<file path="src/rtl/seg_display_scheduler.sv">
// Drives a 4-digit multiplexed 7-segment display, sharing it between the live score
// and a handshaked transient message; source switches happen only at frame boundaries.
module seg_display_scheduler #(
    parameter int DIV         = 16,
    parameter int BLANK       = 2,
    parameter int HOLD_FRAMES = 8
) (
    input  logic        clk,
    input  logic        rst,
    input  logic [31:0] score_pat,
    input  logic        msg_req,
    input  logic [31:0] msg_pat,
    output logic        msg_ack,
    output logic        msg_busy,
    output logic [3:0]  digi_an,
    output logic [7:0]  digi_seg
);

    localparam int              SW       = (DIV > 1) ? $clog2(DIV) : 1;
    localparam logic [SW-1:0]   SLOT_MAX = SW'(DIV - 1);
    localparam logic [7:0]      HOLD_C   = 8'(HOLD_FRAMES);

    typedef enum logic {
        SHOW_SCORE = 1'b0,
        SHOW_MSG   = 1'b1
    } state_t;

    logic [SW-1:0]   slot_q,  slot_d;
    logic [1:0]      digit_q, digit_d;
    state_t          state_q, state_d;
    logic [7:0]      hold_q,  hold_d;
    logic [3:0][7:0] score_buf_q, score_buf_d;
    logic [3:0][7:0] msg_buf_q,   msg_buf_d;
    logic [3:0]      an_q,    an_d;
    logic [7:0]      seg_q,   seg_d;
    logic            ack_q,   ack_d;
    logic            busy_q,  busy_d;

    logic            slot_wrap;
    logic            frame_end;
    logic            accept;
    logic            in_blank;
    logic [3:0][7:0] act_buf;

    // A zero-length blank window must not produce a constant unsigned compare.
    generate
        if (BLANK == 0) begin : g_no_blank
            assign in_blank = 1'b0;
        end else begin : g_blank
            localparam logic [SW-1:0] BLANK_C = SW'(BLANK);
            assign in_blank = (slot_q < BLANK_C);
        end
    endgenerate

    assign slot_wrap = (slot_q == SLOT_MAX);
    assign frame_end = slot_wrap && (digit_q == 2'd3);
    assign accept    = msg_req && !ack_q;
    assign act_buf   = (state_q == SHOW_MSG) ? msg_buf_q : score_buf_q;

    always_comb begin
        slot_d  = slot_wrap ? '0 : slot_q + SW'(1);
        digit_d = slot_wrap ? digit_q + 2'd1 : digit_q;
    end

    always_comb begin
        state_d     = state_q;
        hold_d      = hold_q;
        msg_buf_d   = msg_buf_q;
        ack_d       = 1'b0;
        score_buf_d = frame_end ? score_pat : score_buf_q;

        if (frame_end) begin
            case (state_q)
                SHOW_SCORE: begin
                    if (accept) begin
                        msg_buf_d = msg_pat;
                        hold_d    = HOLD_C;
                        ack_d     = 1'b1;
                        state_d   = SHOW_MSG;
                    end
                end
                SHOW_MSG: begin
                    // A newer request supersedes the current message and restarts its hold.
                    if (accept) begin
                        msg_buf_d = msg_pat;
                        hold_d    = HOLD_C;
                        ack_d     = 1'b1;
                    end else if (hold_q <= 8'd1) begin
                        hold_d  = 8'd0;
                        state_d = SHOW_SCORE;
                    end else begin
                        hold_d = hold_q - 8'd1;
                    end
                end
                default: state_d = SHOW_SCORE;
            endcase
        end

        busy_d = (state_d == SHOW_MSG);
    end

    // Digit 0 is the leftmost digit and lives in the top byte.
    always_comb begin
        an_d  = 4'hF;
        seg_d = 8'hFF;
        if (!in_blank) begin
            an_d  = ~(4'b1000 >> digit_q);
            seg_d = act_buf[2'd3 - digit_q];
        end
    end

    always_ff @(posedge clk) begin
        if (rst) begin
            slot_q      <= '0;
            digit_q     <= 2'd0;
            state_q     <= SHOW_SCORE;
            hold_q      <= 8'd0;
            score_buf_q <= 32'hFFFF_FFFF;
            msg_buf_q   <= 32'hFFFF_FFFF;
            an_q        <= 4'hF;
            seg_q       <= 8'hFF;
            ack_q       <= 1'b0;
            busy_q      <= 1'b0;
        end else begin
            slot_q      <= slot_d;
            digit_q     <= digit_d;
            state_q     <= state_d;
            hold_q      <= hold_d;
            score_buf_q <= score_buf_d;
            msg_buf_q   <= msg_buf_d;
            an_q        <= an_d;
            seg_q       <= seg_d;
            ack_q       <= ack_d;
            busy_q      <= busy_d;
        end
    end

    assign digi_an  = an_q;
    assign digi_seg = seg_q;
    assign msg_ack  = ack_q;
    assign msg_busy = busy_q;

endmodule

</file>
<file path="config.mk">
export PLATFORM = sky130hd
export DESIGN_NAME = seg_display_scheduler
export DESIGN_NICKNAME = d
export VERILOG_FILES = /design/src/rtl/seg_display_scheduler.sv
export SDC_FILE = /design/constraint.sdc
export NUM_CORES = 1
export LEC_CHECK = 0
export BUFFER_PORTS_ARGS = -buffer_cell sky130_fd_sc_hd__buf_2
export CAP_MARGIN = 10
export CORE_AREA = 2 2 97 99
export CTS_CLUSTER_DIAMETER = 200
export DETAILED_ROUTE_END_ITERATION = 12
export DIE_AREA = 0 0 99 101
export GPL_TIMING_DRIVEN = 0
export PLACE_DENSITY = 0.65
export RECOVER_POWER = 100
export SETUP_SLACK_MARGIN = 0.4
export SYNTH_ARGS = -nofsm -noshare
export SYNTH_HDL_FRONTEND = slang
export SYNTH_SLANG_ARGS = --single-unit
</file>
<file path="constraint.sdc">
create_clock -name clk -period 4.7 [get_ports clk]
set_input_delay 0.235 -clock clk [delete_from_list [all_inputs] [get_ports clk]]
set_output_delay 0.235 -clock clk [all_outputs]
set_load 0.03 [all_outputs]
</file>
# ---- After elaboration in Yosys (flattened, before gate mapping)
# Cells that the tools add are included.
dict set report word_totals {
  ff_bits 92
  in_bits 67
  output_inout_bits 14
}
dict set report op_classes {
  add_sub_neg 4
  order_cmp 3
  n_eq_ne 3
  shift 1
  mux 12
  n_bitwise 3
  reduce_logical 8
}
# op count
set ops {}
lappend ops {{$mux 32} 2}
lappend ops {{$mux 8} 4}
lappend ops {{$bmux 8 s2} 1}
lappend ops {{$pmux 8 s2} 1}
lappend ops {{$le 8x1->1 const B} 1}
lappend ops {{$sub 8x1->8 const B} 1}
lappend ops {{$reduce_or 2->1} 3}
lappend ops {{$add 4x1->4 const B} 1}
lappend ops {{$eq 4x4->1 const B} 1}
lappend ops {{$lt 4x2->1 const B} 1}
lappend ops {{$not 4->4} 1}
lappend ops {{$reduce_and 2->1} 2}
lappend ops {{$shr 4x2->4 const A} 1}
lappend ops {{$lt 2x3->1 const B} 1}
lappend ops {{$mux 1} 3}
lappend ops {{$add 2x1->2 const B} 1}
lappend ops {{$eq 2x2->1 const B} 1}
lappend ops {{$logic_and 1x1->1} 2}
lappend ops {{$ne 2x2->1 const B} 1}
lappend ops {{$not 1->1} 2}
lappend ops {{$pmux 1 s2} 1}
lappend ops {{$sub 2x2->2 const A} 1}
lappend ops {{$logic_not 1->1} 1}

# ---- Depth between registers and ports, before layout
dict set report depth {
  ltp_word 4
  depth_mapped 8
  mapped_depth_nobuf 5
}

# ---- Least setup slack after synthesis
# No wires, ideal clock.
dict set report synth_timing {
  kind {flip-flop to flip-flop}
  startpoint {register digit_q[0]}
  endpoint {register seg_q[1], in the netlist digi_seg[1]}
  arrival_time_ps 1469
  required_time_ps 4563
  setup_slack_ps 3094
  stages_incl_launch_ff 6
  cell_sequence {dfxtp_1 -> buf_2 -> buf_4 -> mux4_2 -> nand2_1 -> nand3_1}
}
dict set report synth_via {
  elab_chain_cells 3
}
# item line_no
set synth_lines {}
lappend synth_lines {{start: declaration} 29} ;# logic [1:0] digit_q, digit_d;
lappend synth_lines {{start signal: assignment} 126} ;# digit_q <= digit_d;
lappend synth_lines {{$sub 2x2->2} 108} ;# seg_d = act_buf[2'd3 - digit_q];
lappend synth_lines {{$bmux 8 s2} 108}
lappend synth_lines {{$mux 8 (implied by the code)} 108}
lappend synth_lines {{end signal: assignment} 132} ;# seg_q <= seg_d;
lappend synth_lines {{end: declaration} 35} ;# logic [7:0] seg_q, seg_d;
# No other way between the ends. The select of a mux whose other input is x is not followed.
# A chain may end at the register's enable or synchronous reset.

# ---- Final worst setup path
dict set report layout_timing {
  startpoint {register digit_q[0]}
  endpoint {register seg_q[6], in the netlist digi_seg[6]}
}
# The elaborated chain is that of the path after synthesis.

==> flow_summary_export.csv <==
group,metric,value,unit
status,outcome,"complete, no violations",
place,port_buffers,80,
cells_and_area,seq_area,1840,um2
worst_setup_path,critPathMostFrequentCell,"clkbuf_1",
worst_setup_path,cp_slowest_cell,"clkbuf_1",
hold_path,hold_path_class,"input port to flip-flop",
grt,antenna_found_initial,0,
logic_synthesis,ys.flop_type,"dfxtp_1",
floorplan,ios,81,
logic_synthesis,synth_area_per_cell,8.62,um2
grt,grt_pass1_vias,3199,
detailed_routing,route.detailed.drc,0,
timing,worstMarginPinSlew,842,ps
detailed_routing,wl,9740,um
timing,final-hold-violation-count,0,
timing,fin_hold_ws,76.3,ps
cells_and_area,final_cells,641,
worst_setup_path,critical_path_class,"flip-flop to flip-flop",
grt,grt_pass1_wl,15700,um
clocking,cts_setup_buffers,0,
clocking,cts_tree,"yes",
cells_and_area,nets,601,
detailed_routing,wl_met2,4630,um
clocking,clock_path_buffers,2,
detailed_routing,vias,3321,
clocking,cts-root-buf,"clkbuf_8",
detailed_routing,drt-initial-drc-count,170,
worst_setup_path,path_delay_family,"buffers and inverters",
timing,finalSetupViolCount,0,
cells_and_area,syn2layout_area_growth,18.0,%
worst_setup_path,end_kind,"flip-flop",
logic_synthesis,synth_cells,436,
worst_setup_path,critPathMaxStageDelay,700,ps
detailed_routing,wl_per_cell,15.2,um
timing,finalWorstSetupSlack,2060,ps
floorplan,rows,35,
logic_synthesis,synth_nets,510,
detailed_routing,ant_nets,0,
power_and_ir_drop,irDropWorstVdd,0.192,mV
logic_synthesis,synthArstFlopShare,0,%
clocking,cts_buffers,9,
clocking,cts_sinks,92,
logic_synthesis,synth_edf_count,0,
detailed_routing,met3_length,546,um
timing,rsz0062_at_grt,"false",
clocking,htree_levels,3,
detailed_routing,wl_met1,4400,um
hold_path,hold_depth,3,
cells_and_area,nFillCells,889,
worst_setup_path,path_depth,5,
floorplan,die_h,101,um
run,maxCapViolations,0,
logic_synthesis,syn_area,3760,um2
worst_setup_path,critPathLaunchType,"flip-flop",
place,dp_slack,2770,ps
detailed_routing,viasPerCell,5.18,
floorplan,core_area,8980,um2
timing,min_period_over_period,56.1,%
cells_and_area,drive_gt1_share,19.1,%
timing,maxSlewViolCount,0,
timing,slew_headroom,43.9,%
worst_setup_path,cp.required,4920,ps
detailed_routing,firstDrtPassIters,5,
worst_setup_path,crit_chain,"clkbuf_1, clkbuf_1, mux4_2, nand2_1, nand3_1",
logic_synthesis,yosysUniqueCellTypes,37,
cells_and_area,multi_input_comb_area,1740,um2
power_and_ir_drop,p_per_area,299,nW/um2
cells_and_area,antenna_cells,0,
timing,setup_tns,0,ps
grt,overflow,0,
place,gp_congestion,0.815,
logic_synthesis,ys_seq_area_share,49.0,%
place,dp_cells,627,
grt,grt_max_degree,15,
clocking,clk_pin_slew,90,ps
logic_synthesis,yosys_warnings,0,
timing,fin_crit,2640,ps
power_and_ir_drop,leakagePower,1.96,nW
timing,skew,13.0,ps
timing,fmax,0.379,GHz
floorplan,fp.dieW,99,um
floorplan,dieArea,10000,um2
clocking,cts_resized,0,
worst_setup_path,cp.arrival,2850,ps
place,place_hpwl,7060,um
detailed_routing,highest_layer,"met4",
worst_setup_path,worstPathMaxFanout,10,
worst_setup_path,reg2regPathDepth,5,
grt,grt_usage,20.4,%
floorplan,start_util,41.9,%
logic_synthesis,synth-seq-cells,92,
worst_setup_path,path_buf_inv,2,
clocking,hold_buffers,0,
clocking,clock_latency,370,ps
area by class of cell:
| cell class | count | share of cell area [%] |
|---|---|---|
| Sequential cell | 92 | 41.5 |
| Tap cell | 111 | 3.13 |
| Clock buffer | 11 | 3.41 |
| Inverter | 10 | 0.847 |
| Buffer | 31 | 2.71 |
| Clock inverter | 3 | 0.536 |
| Timing Repair Buffer | 80 | 8.63 |
| Multi-Input combinational cell | 303 | 39.2 |
worst register-to-register path, stage by stage (launching register included):
cell	delay (ps)
dfxtp_1	370
clkbuf_1	590
clkbuf_1	710
mux4_2	640
nand2_1	100
nand3_1	80
worst paths after layout:
kind | start | to | slack (ps)
setup / recovery | digit_q[0] | digi_seg[6] | 2060
hold / removal | score_pat[4] | score_buf_q[4] | 80
setup reg to reg | digit_q[0] | digi_seg[6] | 2060
hold reg to reg | score_buf_q[18] | score_buf_q[18] | 470
routing by layer:
metal  vias up  track usage [%]
li1       1642                -
met1      1560             26.3
met2       108             35.0
met3        11             3.68
met4         0             6.74
met5         -                0
placed cells by master (no fill, tap or decap), types with 2 or more instances in the layout:
cell | synthesis | routed
o211ai_1 | 2 | 2
nand4_1 | 2 | 2
inv_1 | 9 | 9
clkbuf_8 | 0 | 11
nor2_1 | 14 | 14
mux4_2 | 16 | 16
xnor2_1 | 3 | 3
nand2_1 | 151 | 151
o21ai_0 | 2 | 2
xor2_1 | 3 | 3
clkbuf_1 | 19 | 42
clkinvlp_4 | 0 | 2
ha_1 | 7 | 7
nand3_1 | 72 | 73
buf_2 | 7 | 69
a21oi_1 | 7 | 7
dfxtp_1 | 92 | 92
o2111ai_1 | 3 | 3
and3_1 | 2 | 2
nor3_1 | 3 | 3
cell usage after synthesis, types with 2 or more instances:
library cell,n,share of area [%]
nand2_1,151,15
dfxtp_1,92,49
nand3_1,72,9.6
clkbuf_1,19,1.9
mux4_2,16,9.6
nor2_1,14,1.4
inv_1,9,0.90
a21oi_1,7,0.93
buf_2,7,0.93
ha_1,7,2.3
buf_4,3,0.60
nor3_1,3,0.40
o2111ai_1,3,0.70
xnor2_1,3,0.70
xor2_1,3,0.70
and3_1,2,0.33
buf_1,2,0.20
nand4_1,2,0.33
o211ai_1,2,0.40
o21ai_0,2,0.27
cells by family after synthesis:
logic type                 synth area share, %
and+or+nand+nor                           29.2
AOI/OAI and AO/OA                         3.86
muxes                                     9.59
adders and majority gates                 2.33
buffers and inverters                     4.63
xor gates and xnor gates                  1.40
DFF                                       49.0
stage by stage:
stage | instance area (um2) | utilization [%] | total power [W]
5_1_grt | 4430 | 49.4 | 0.00138
3_5_place_dp | 4300 | 47.9 | 0.000861
4_1_cts | 4470 | 49.8 | 0.00134
3_3_place_gp | 4300 | 47.9 | 0.000861
2_1_floorplan | 3760 | - | 0.000823
6_report | 4430 | 49.4 | 0.00133
sequential cells by signal (all words and copies together), names as in the netlist:
name,flops
digi_an,4
msg_buf_q,32
digit_q,2
digi_seg,8
msg_ack,1
msg_busy,1
score_buf_q,32
hold_q,8
slot_q,4
power by group:
part | switching, W | total [W] | internal, W
combinational | 0.0000320 | 0.0000588 | 0.0000268
sequential | 0.00000189 | 0.000783 | 0.000782
clock | 0.000269 | 0.000486 | 0.000216
(Power assumes the default switching activity.)
